`src/rtl/money_inner.sv`:
```
// money_inner: coin-intake and credit controller, upstream end of the change path.
// Accumulates coin credit, pulses vend once the price is reached, and hands any
// change or refund to the downstream dispenser on money/money_vld until it
// acknowledges with flag.
// Optional build macro MONEY_INNER_SYNC_EN: treat coin_a/b/c and cancel as raw
// asynchronous levels, synchronised and edge-detected before use.
module money_inner #(
    parameter logic [7:0] PRICE      = 8'd100,
    parameter logic [7:0] MAX_CREDIT = 8'd250,
    parameter logic [7:0] COIN_A     = 8'd5,
    parameter logic [7:0] COIN_B     = 8'd10,
    parameter logic [7:0] COIN_C     = 8'd25
) (
    input  logic       sclk,
    input  logic       srst_n,
    input  logic       coin_a,
    input  logic       coin_b,
    input  logic       coin_c,
    input  logic       cancel,
    input  logic       flag,
    output logic [7:0] money,
    output logic       money_vld,
    output logic       vend,
    output logic       coin_reject,
    output logic [7:0] credit,
    output logic       busy
);

    localparam logic [1:0] ST_IDLE    = 2'd0;
    localparam logic [1:0] ST_COLLECT = 2'd1;
    localparam logic [1:0] ST_VEND    = 2'd2;
    localparam logic [1:0] ST_PAYOUT  = 2'd3;

    logic       coin_a_s, coin_b_s, coin_c_s, cancel_s;

`ifdef MONEY_INNER_SYNC_EN
    logic [3:0] sync1_r, sync2_r, sync3_r, pulse_r;

    // Two-flop synchroniser, then a registered rising-edge detector so a held level counts once.
    always_ff @(posedge sclk or negedge srst_n) begin
        if (!srst_n) begin
            sync1_r <= 4'b0000;
            sync2_r <= 4'b0000;
            sync3_r <= 4'b0000;
            pulse_r <= 4'b0000;
        end else begin
            sync1_r <= {cancel, coin_c, coin_b, coin_a};
            sync2_r <= sync1_r;
            sync3_r <= sync2_r;
            pulse_r <= sync2_r & ~sync3_r;
        end
    end

    assign {cancel_s, coin_c_s, coin_b_s, coin_a_s} = pulse_r;
`else
    assign coin_a_s = coin_a;
    assign coin_b_s = coin_b;
    assign coin_c_s = coin_c;
    assign cancel_s = cancel;
`endif

    logic [1:0] state_r, state_nxt_s;
    logic [7:0] credit_r, credit_nxt_s;
    logic [7:0] money_r, money_nxt_s;
    logic       money_vld_r, money_vld_nxt_s;
    logic       vend_r, vend_nxt_s;
    logic       reject_r, reject_nxt_s;
    logic       busy_r, busy_nxt_s;
    logic       coin_hit_s;
    logic [7:0] coin_val_s;
    logic [8:0] sum_s;
    logic       fits_s;

    // Pick the highest-priority coin (C > B > A) and form the 9-bit candidate credit.
    always_comb begin
        coin_hit_s = coin_a_s | coin_b_s | coin_c_s;
        if (coin_c_s) begin
            coin_val_s = COIN_C;
        end else if (coin_b_s) begin
            coin_val_s = COIN_B;
        end else if (coin_a_s) begin
            coin_val_s = COIN_A;
        end else begin
            coin_val_s = 8'd0;
        end
        sum_s  = {1'b0, credit_r} + {1'b0, coin_val_s};
        fits_s = (sum_s <= {1'b0, MAX_CREDIT});
    end

    // Next-state and next-output decode for the credit controller.
    always_comb begin
        state_nxt_s     = state_r;
        credit_nxt_s    = credit_r;
        money_nxt_s     = money_r;
        money_vld_nxt_s = money_vld_r;
        vend_nxt_s      = 1'b0;
        reject_nxt_s    = 1'b0;
        case (state_r)
            ST_IDLE, ST_COLLECT: begin
                if (cancel_s && (state_r == ST_COLLECT)) begin
                    // Refund: the whole credit moves into money; a same-cycle coin is refused.
                    state_nxt_s     = ST_PAYOUT;
                    money_nxt_s     = credit_r;
                    money_vld_nxt_s = 1'b1;
                    credit_nxt_s    = 8'd0;
                    reject_nxt_s    = coin_hit_s;
                end else if (coin_hit_s) begin
                    if (fits_s) begin
                        credit_nxt_s = sum_s[7:0];
                        if (sum_s >= {1'b0, PRICE}) begin
                            state_nxt_s = ST_VEND;
                        end else begin
                            state_nxt_s = ST_COLLECT;
                        end
                    end else begin
                        reject_nxt_s = 1'b1;
                    end
                end else begin
                    state_nxt_s = state_r;
                end
            end
            ST_VEND: begin
                vend_nxt_s   = 1'b1;
                reject_nxt_s = coin_hit_s;
                credit_nxt_s = 8'd0;
                if (credit_r > PRICE) begin
                    money_nxt_s     = credit_r - PRICE;
                    money_vld_nxt_s = 1'b1;
                    state_nxt_s     = ST_PAYOUT;
                end else begin
                    money_nxt_s     = 8'd0;
                    money_vld_nxt_s = 1'b0;
                    state_nxt_s     = ST_IDLE;
                end
            end
            ST_PAYOUT: begin
                reject_nxt_s = coin_hit_s;
                if (flag) begin
                    money_nxt_s     = 8'd0;
                    money_vld_nxt_s = 1'b0;
                    state_nxt_s     = ST_IDLE;
                end else begin
                    state_nxt_s = ST_PAYOUT;
                end
            end
            default: begin
                state_nxt_s     = ST_IDLE;
                credit_nxt_s    = 8'd0;
                money_nxt_s     = 8'd0;
                money_vld_nxt_s = 1'b0;
            end
        endcase
        busy_nxt_s = (state_nxt_s == ST_VEND) || (state_nxt_s == ST_PAYOUT);
    end

    // State and registered outputs; reset clears everything immediately.
    always_ff @(posedge sclk or negedge srst_n) begin
        if (!srst_n) begin
            state_r     <= ST_IDLE;
            credit_r    <= 8'd0;
            money_r     <= 8'd0;
            money_vld_r <= 1'b0;
            vend_r      <= 1'b0;
            reject_r    <= 1'b0;
            busy_r      <= 1'b0;
        end else begin
            state_r     <= state_nxt_s;
            credit_r    <= credit_nxt_s;
            money_r     <= money_nxt_s;
            money_vld_r <= money_vld_nxt_s;
            vend_r      <= vend_nxt_s;
            reject_r    <= reject_nxt_s;
            busy_r      <= busy_nxt_s;
        end
    end

    assign money       = money_r;
    assign money_vld   = money_vld_r;
    assign vend        = vend_r;
    assign coin_reject = reject_r;
    assign credit      = credit_r;
    assign busy        = busy_r;

endmodule

```
`config.mk`:
```
export PLATFORM = sky130hd
export DESIGN_NAME = money_inner
export DESIGN_NICKNAME = d
export VERILOG_FILES = /design/src/rtl/money_inner.sv
export SDC_FILE = /design/constraint.sdc
export NUM_CORES = 1
export LEC_CHECK = 0
export CORE_MARGIN = 2
export CORE_UTILIZATION = 51
export DETAILED_ROUTE_END_ITERATION = 10
export GPL_TIMING_DRIVEN = 0
export HOLD_SLACK_MARGIN = 0.15
export PLACE_DENSITY_LB_ADDON = 0.12
export SLEW_MARGIN = 20
export SYNTH_ARGS = -nofsm -noshare
export SYNTH_HDL_FRONTEND = slang
export SYNTH_SLANG_ARGS = --single-unit
```
`constraint.sdc`:
```
create_clock -name sclk -period 2.95 [get_ports sclk]
set_clock_uncertainty 0.15 [all_clocks]
set_input_delay 0.59 -clock sclk [delete_from_list [all_inputs] [get_ports sclk]]
set_output_delay 0.59 -clock sclk [all_outputs]
set_load 0.02 [all_outputs]
```
==> reports/results.ini, run 1 <==
[run_status]
status=finished, final reports clean

[clock_tree]
clock_sinks=21
clk_root_buffer_cell=clkbuf_4
clock_path_buffers=2
clock_latency_ns=0.31
postCtsHoldBufs=0
htreeDepth=1
cts_buffers=3
cts_tree=done
cts.clk_slew.worst_paths_ns=0.12

[floorplan]
core-area_um2=2500
start_util_pct=54.1
rows=18
io_pins=27
die_area_um2=3080
die_h_um=55.5
fp.dieW_um=55.5

[global_routing]
grt_pass1_vias=1263
antenna_found_initial=0
track_usage_pct=22.6
grt.overflow.total=0
grt_max_degree=22
grt_pass1_wl_mm=5.60

[sta]
relSlewSlack_pct=37.7
rsz0062_at_grt=no
hold_viol_final=0
slew_viol_final=0
tightestPinTransition_ns=0.932
timing.final.ws_setup_ns=0.0752
fin_crit_ns=2.87
setup_viol=0
finalCritPeriodShare_pct=97.5
clock.fmax_mhz=348

[pwr]
vdd_drop_max_mv=0.646
leakage_uw=0.000766
power.density_nw_per_um2=1130

[synth]
synth_most_common_cell=dfrtp_1
synthCells=158
synth_area_um2=1350
async_flop_share_pct=100
synth_nets=173
yosys.area.top_type=dfrtp_1
yosys-top-cells-area=dfrtp_1, ha_1, a21oi_1
synth_edf_count=0
synth.avg_cell_area_um2=8.55
synth_top_area_share_pct=38.9
ys_types=43
synthTopCellsByCount=dfrtp_1, nor2_1, a21oi_1
ys.warnings.count=0
ys.flop_type=dfrtp_1
ys_ff_latch=21
synth-seq-area-share_pct=38.9

[cells_and_area]
fin_util_pct=72.6
stdcell_area_um2=1820
final_layout_size_suffix_gt1_share_pct=16.9
multi_input_area_um2=856
n_antenna_cell=0
syn_to_final_growth_pct=34.4
nets=211
register_area_um2=526
nFillCells=195

[worst_hold_path]
hold_depth=1
holdPathEnd=money[3]
hold_path.class=reg2reg
hp-start=money[3]

[critical_path]
rr_endpoint=credit[5]
critPathLaunchType=input pin
cp_max_fo=5
reg2reg_slack_ns=0.16
cp-end-kind=register
worstSetupPathType=in2reg
reg2reg_depth=9
required_ns=3.05
rr_startpoint=credit[0]
cp.arrival_ns=2.97

[drt]
vias=1342
wl_per_cell_um=15.5
drtIter0Drc=52
drc=0
routed_wl_mm=3.49
ant_nets=0
viasPerCell=5.96
drt_first_pass_iters=4

[placed_design]
placed_area_um2=1660
dpl_worst_slack_ns=-0.779
place_congestion=0.905
port_buffers=26
dp_hpwl_mm=2.33

[run]
drv_cap=0

## critical path, cell delays in order
cell and delay (ns):
buf_2 0.13, a21o_1 0.18, ha_2 0.18, fa_2 0.37
a21oi_4 0.18, o21bai_1 0.12, xor2_1 0.17, nor3b_4 0.17
a311o_1 0.43, or3_1 0.33, a21oi_1 0.12
## state kept, by name (all words and copies together) (netlist names)
| name | cells |
|---|---|
| credit | 8 |
| money | 8 |
| busy | 1 |
| coin_reject | 1 |
| money_vld | 1 |
| state_r | 1 |
| vend | 1 |
## power by group
group          internal, uW  switching, uW
logic                   610            747
clock network          52.8           89.7
registers               415            134
total                  1080            970
## cells in the final DEF, fill, tap and decap left out, types with 2 or more instances in the layout
master           instances
a31oi_1                  5
o21ai_0                  6
clkbuf_2                 2
nor3_1                   3
buf_4                    7
ha_4                     2
a21o_1                   3
nand3_1                  9
ha_1                     4
o211ai_1                 2
o21bai_1                 2
nand2_1                 11
clkbuf_1                 5
or3_1                    2
a21oi_1                 13
clkbuf_4                 3
buf_2                    2
inv_1                   10
clkdlybuf4s50_1         23
nand2b_1                 2
o21ai_1                  5
nor2_1                  16
dfrtp_1                 21
xnor2_1                  2
a21oi_2                  2
## final cells by class
type	count	share of cell area, %
buffer	6	1.72
tap	30	2.07
clock buffer	4	1.45
timing repair buffer	33	16.4
sequential	21	28.9
inverter	11	2.27
multi-input combinational	120	47.1
## what timing repair did
action                     in CTS  in global routing
resized for setup              15                 15
pin swaps                       8                  6
setup endpoints to repair      10                  8
setup buffers                   5                  2
gates cloned                    0                  0
## routing by layer
metal  routed length [um]  part of all wire [%]  up-vias  track usage, %
met4                   56                   1.6        0            10.1
li1                     -                     -      653               -
met5                    0                     0        -               0
met1                 1480                    42      627            27.7
met2                 1720                    49       54            39.6
met3                  230                   6.6        8            2.34
## logic make-up after synthesis
kind of cell	Yosys count	synth area share, %
AND/OR/NAND/NOR	54	19.4
adder cells (fa/ha/maj)	8	7.96
flip-flops	21	38.9
XOR/XNOR	5	3.24
AO/OA/AOI/OAI	53	25.6
buffers and inverters	17	4.91
## stage by stage
stage	power [uW]	setup TNS [ns]	hold slack, ns	cells
detailed placement	1710	-6.67	0.334	214
CTS	1940	0	0.360	223
global route	2190	0	0.369	225
floorplan	1300	0	0.144	158
finish	2050	0	0.358	225
global placement	1680	-6.16	0.325	214
## worst max-delay path by stage
| stage | startpoint | slack (ns) | to | depth (start not counted) |
|---|---|---|---|---|
| 6_report | coin_a | 0.08 | credit[5] | 11 |
| 5_1_grt | coin_a | 0.03 | credit[7] | 11 |
| 4_1_cts | coin_a | 0.006 | credit[5] | 11 |
| 3_5_place_dp | coin_a | -0.78 | busy | 11 |
| 3_3_place_gp | coin_a | -0.72 | busy | 11 |
| 2_1_floorplan | coin_b | 0.02 | credit[5] | 11 |
No activity file was read; power rests on OpenSTA's default activity.
==> run 2, diff against run 1 <==
clock period = 2.7 ns   (was 2.95 ns; I/O delays follow)
==> run 2 against run 1 <==
  * The flow now finishes with violations (negative setup slack)
  * Cell area up 2.2%
  * Non-clock buffer count up 4
  * Final cell count up 1.8%
  * Die area unchanged
  * Register-to-register slack worse by 0.19 ns
  * Sequential cell count unchanged
  * Combinational power up 12%
  * Worst hold slack worse by 0.0046 ns
==> reports/results.ini, run 2 (same netlist as run 1, synthesis figures left out) <==
[run_status]
status=complete, but fails checks
violations=negative setup slack

[placed_design]
place_congestion=0.889  ; -1.8%
port_buffers=26  ; unchanged
dp_hpwl_mm=2.47  ; +6.1%
dpl_worst_slack_ns=-0.894  ; -0.115 ns
placed_cells=214  ; unchanged

[drt]
drtIter0Drc=49  ; -5.8%
wl_per_cell_um=15.0  ; -3.5%
ant_nets=0  ; unchanged
vias=1359  ; +1.3%
viasPerCell=5.93  ; -0.50%
routed_wl_mm=3.43  ; -1.8%
drc=0  ; unchanged
drt_first_pass_iters=4  ; unchanged

[worst_hold_path]
hold_path.class=reg2reg

[critical_path]
worstSetupPathType=in2reg
cp_max_fo=5  ; unchanged
cp_common_cell=a21oi_2
crit_chain=buf_6, inv_2, a21o_1, ha_2, fa_2, a21oi_2, o21bai_1, xor2_1, nor3b_4, a311o_1, or3_4, a21oi_2
critPathLaunchType=input pin
required_ns=2.79  ; -0.26 ns
cp_top_family=compound AO/OA/AOI/OAI gates
crit_buf_inv=2  ; +1
cp.arrival_ns=2.87  ; -0.10 ns
crit_slowest_cell=a311o_1
cp-end-kind=register
slowest_delay_ns=0.42  ; about the same

[global_routing]
grt_use_met2_pct=37.4  ; -2.2 points
grt_max_degree=22  ; unchanged
busiest_layer=met2
grtUsageMet3_pct=1.87  ; -0.47 points
grt_pass1_wl_mm=5.51  ; -1.6%
grt.overflow.total=0  ; unchanged
antenna_found_initial=0  ; unchanged
global_route.usage.met1_pct=29.3  ; +1.6 points
track_usage_pct=22.2  ; -0.32 points
grt_pass1_vias=1270  ; +0.55%

[clock_tree]
cts_tree=done
clk_root_buffer_cell=clkbuf_4
htreeDepth=1  ; unchanged
postCtsHoldBufs=0  ; unchanged
clock_path_buffers=2  ; unchanged
cts_buffers=3  ; unchanged
clock_sinks=21  ; unchanged
clock_latency_ns=0.31  ; about the same
cts.clk_slew.worst_paths_ns=0.13  ; about the same

[sta]
relSlewSlack_pct=39.7  ; +2.1 points
setup_viol=2  ; +2
timing.final.ws_setup_ns=-0.0828  ; -0.158 ns
slew_viol_final=0  ; unchanged
finalCritPeriodShare_pct=103
tightestPinTransition_ns=0.901  ; -0.0309 ns
clock.fmax_mhz=359
hold_viol_final=0  ; unchanged
fin_crit_ns=2.78
rsz0062_at_grt=yes
totalNegativeSetupSlack_ns=-0.0864  ; -0.0864 ns

[floorplan]
start_util_pct=54.1  ; unchanged
core-area_um2=2500  ; unchanged
die_area_um2=3080  ; unchanged
die_h_um=55.5  ; unchanged
rows=18  ; unchanged
fp.dieW_um=55.5  ; unchanged
io_pins=27  ; unchanged

[pwr]
vdd_drop_max_mv=0.751  ; +16%
switching_share_pct=47.0  ; -0.33 points
power.density_nw_per_um2=1230  ; +8.8%
pwr-share-seq_pct=26.1  ; -0.7 points
intPower_uw=1210  ; +12%
leakage_uw=0.000790  ; +3.1%
p_comb_share_pct=67.1  ; +0.9 points
switchingPower_uw=1070  ; +10%
pwr-share-clk_pct=6.8  ; -0.2 points

[cells_and_area]
layout_commonest_cell=clkdlybuf4s50_1
n_antenna_cell=0  ; unchanged
syn_to_final_growth_pct=37.3
final_cell_count_no_fill=229  ; +1.8%
final_layout_size_suffix_gt1_share_pct=21.6  ; +4.7 points
fin_util_pct=74.2  ; +1.6 points
mostFrequentLayoutCells=clkdlybuf4s50_1, dfrtp_1, nor2_1
nets=215  ; +1.9%

[run]
drv_cap=0  ; unchanged

==> run 2: changes by cell type in the layout (fill, tap and decap cells not counted), sizes merged <==
cell	previous run	this run
buf	10	16
clkbuf	10	7
clkinv	0	1
==> run 2: final timing paths <==
| kind | from | endpoint | slack, ns | cells past startpoint |
|---|---|---|---|---|
| max | coin_b | credit[5] | -0.08 | 12 |
| max reg2reg | credit[0] | credit[5] | -0.03 | 9 |
| min reg2reg | money[3] | money[3] | 0.35 | 1 |
| min in group asynchronous | srst_n | money[1] | 0.57 | 1 |
| min | money[3] | money[3] | 0.35 | 1 |
| max in group asynchronous | srst_n | credit[4] | 1.22 | 1 |
==> run 2: final cells by class <==
cell class / instances / area, um^2
repair buffers: 37 / 347
flip-flops and latches: 21 / 527
fillers: 183 / 644
clock inverters: 1 / 5.00
inverters: 11 / 41.3
clock buffers: 3 / 22.5
plain buffers: 6 / 27.5
multi-input cells: 120 / 848
well taps: 30 / 37.5
==> run 2: what timing repair did <==
item	4_1_cts	5_1_grt
setup endpoints to repair	11	8
resized for setup	24	12
setup buffers	8	5
pin swaps	8	5
==> run 2: per-stage QoR <==
stage / cell area (um^2) / total power (uW) / hold WS (ns)
floorplan: 1370 / 1420 / 0.0944
global placement: 1660 / 1840 / 0.325
detailed placement: 1660 / 1880 / 0.329
CTS: 1780 / 2170 / 0.358
global route: 1860 / 2450 / 0.371
finish: 1860 / 2280 / 0.354
==> run 2: power by group through the flow <==
| stage | logic (uW) | registers (uW) | clock network [uW] |
|---|---|---|---|
| 4_1_cts | 1420 | 591 | 156 |
| 6_report | 1530 | 595 | 154 |
| 3_5_place_dp | 1280 | 604 | 0 |
| 5_1_grt | 1660 | 615 | 173 |
| 2_1_floorplan | 698 | 727 | 0 |
| 3_3_place_gp | 1250 | 588 | 0 |
==> run 2: layer usage <==
metal	wire length [um]	vias to the layer above
met5	0	-
met4	61	0
met3	184	6
met2	1740	45
met1	1440	653
li1	-	655
==> run 3, diff against run 2 <==
CORE_UTILIZATION = 25   (was 51)
PLACE_DENSITY_LB_ADDON = 0.3   (was 0.12)
clock period = 2.4 ns   (was 2.7 ns; I/O delays follow)
==> run 3 against run 2 <==
  * The flow still finishes with violations (negative setup slack)
  * Critical path depth shrank 1
  * Via count shrank 3.3%
  * Worst hold slack is essentially flat
  * Non-clock buffer count unchanged
  * First-iteration DRC count increased by 45%
  * Die area is 95% higher
  * Count of clock-buffer cells in the layout unchanged
  * Combinational power increased by 17%
  * Sequential cell count is the same
  * Register-to-register slack lost 0.26 ns
  * Cell area rose by 6.7%
  * Largest cell class unchanged
==> reports/results.ini, run 3 (same netlist as run 1, synthesis figures left out) <==
[critical_path]
worstSetupPathType=in2reg
required_ns=2.45  ; -0.34 ns
slowest_delay_ns=0.40  ; -0.02 ns
cp-end-kind=register
critPathLaunchType=input pin
reg2reg_slack_ns=-0.29  ; -0.26 ns
cp_max_fo=4  ; -1
crit_chain=buf_6, or2_4, nor2_1, ha_1, a21oi_4, o21ai_2, xnor2_1, a31o_1, a311o_1, or3_4, a21oi_2
cp.arrival_ns=2.77  ; -0.10 ns
crit_slowest_cell=a311o_1

[drt]
vias=1314  ; -3.3%
ant_nets=0  ; unchanged
wl_per_cell_um=13.4  ; -11%
routed_wl_mm=3.60  ; +4.9%
drc=0  ; unchanged
drt_first_pass_iters=4  ; unchanged
drtIter0Drc=71  ; +45%
viasPerCell=4.88  ; -18%

[sta]
relSlewSlack_pct=36.4  ; -3.4 points
tightestPinTransition_ns=0.952  ; +0.0505 ns
totalNegativeSetupSlack_ns=-2.49  ; -2.41 ns
setup_viol=9  ; +7
whs_ns=0.353  ; -0.000292 ns
slew_viol_final=0  ; unchanged
fin_crit_ns=2.71
rsz0062_at_grt=yes
timing.final.ws_setup_ns=-0.313  ; -0.230 ns
finalCritPeriodShare_pct=113
hold_viol_final=0  ; unchanged
clock.fmax_mhz=369

[global_routing]
grt.overflow.total=0  ; unchanged
grt_pass1_wl_mm=6.38  ; +16%
grt_max_degree=22  ; unchanged
grt_pass1_vias=1308  ; +3.0%
track_usage_pct=13.0  ; -9.3 points
antenna_found_initial=0  ; unchanged

[pwr]
switchingPower_uw=1230  ; +15%
intPower_uw=1470  ; +22%
pwr-share-clk_pct=8.8  ; +2.0 points
power.density_nw_per_um2=1360  ; +11%
p_comb_share_pct=66.3  ; -0.8 points
pwr-share-seq_pct=25.0  ; -1.1 points
leakage_uw=0.000820  ; +3.8%
switching_share_pct=45.6  ; -1.4 points
vdd_drop_max_mv=0.539  ; -28%

[floorplan]
die_area_um2=6010  ; +95%
start_util_pct=26.1  ; -28 points
fp.dieW_um=77.5  ; +40%
core-area_um2=5170  ; +110%
io_pins=27  ; unchanged
rows=26  ; +8
die_h_um=77.5  ; +40%

[cells_and_area]
final_layout_size_suffix_gt1_share_pct=25.1  ; +3.5 points
nets=215  ; unchanged
nFillCells=537  ; +190%
layout_commonest_cell=clkdlybuf4s50_1
mostFrequentLayoutCells=clkdlybuf4s50_1, dfrtp_1, nor2_1
syn_to_final_growth_pct=46.5
n_antenna_cell=0  ; unchanged

[run]
drv_cap=0  ; unchanged

[clock_tree]
cts_buffers=3  ; unchanged
clock_sinks=21  ; unchanged
clk_root_buffer_cell=clkbuf_8
postCtsHoldBufs=0  ; unchanged
htreeDepth=1  ; unchanged
cts.clk_slew.worst_paths_ns=0.08  ; -0.05 ns
clock_latency_ns=0.27  ; -0.04 ns
clock_path_buffers=2  ; unchanged
cts_tree=done

[worst_hold_path]
hold_path.class=reg2reg

[placed_design]
dp_hpwl_mm=2.58  ; +4.5%
place_congestion=0.855  ; -3.8%
port_buffers=26  ; unchanged

[run_status]
status=complete, but fails checks
violations=negative setup slack

## run 3: power by group through the flow
stage               clock (uW)  combinational, uW  sequential (uW)
finish                     237               1790              675
global route               262               1970              706
CTS                        245               1630              668
detailed placement           0               1440              681
global placement             0               1440              677
floorplan                    0                786              818
## run 3: metal layers
metal  track usage, %  up-vias  routed length, um
met5                0        -                  0
met4             4.82        0                 61
met3             1.05        5                139
met2             21.5       33               1740
met1             17.6      621               1660
li1                 -      655                  -
## run 3: worst paths after layout
kind,startpoint,endpoint,depth (start not counted)
worst max-delay path,coin_b,credit[5],11
worst min register to register,money[3],money[3],1
min in group asynchronous,srst_n,money[5],1
max in group asynchronous,srst_n,credit[0],1
worst max register to register,credit[4],credit[5],7
worst min-delay path,money[3],money[3],1
## run 3: final cells by class
class,instances,area (um^2),share of cell area [%]
multi-input combinational,120,895,45.2
clock inverter,1,5.00,0.253
clock buffer,3,41.3,2.09
buffer,5,27.5,1.39
sequential,21,527,26.6
inverter,11,41.3,2.09
tap,70,87.6,4.42
timing repair buffer,38,355,18.0
## run 3: repair_timing
action                                  in CTS  in global routing
buffers inserted                             7                  4
cloned                                       1                  0
endpoints found under the setup margin      12                 20
hold endpoints to repair                     0                  0
pin swaps                                   12                  6
resized for setup                           27                 17
## run 3: critical path: cells and delay by family
family / cells / cell delay [ns]
compound gates: 5 / 1.01
xor+xnor: 1 / 0.13
fa+ha+maj: 1 / 0.30
buf+inv: 1 / 0.09
simple gates: 3 / 0.75
## run 3: through the flow
stage / cell area, um^2 / utilization, % / total power, uW / cells / setup WS (ns)
2_1_floorplan: 1370 / - / 1600 / 158 / -0.406
3_3_place_gp: 1720 / 33.2 / 2120 / 254 / -1.12
3_5_place_dp: 1720 / 33.2 / 2130 / 254 / -1.10
4_1_cts: 1860 / 36.0 / 2540 / 265 / -0.313
5_1_grt: 1980 / 38.3 / 2940 / 269 / -0.420
6_report: 1980 / 38.3 / 2700 / 269 / -0.313
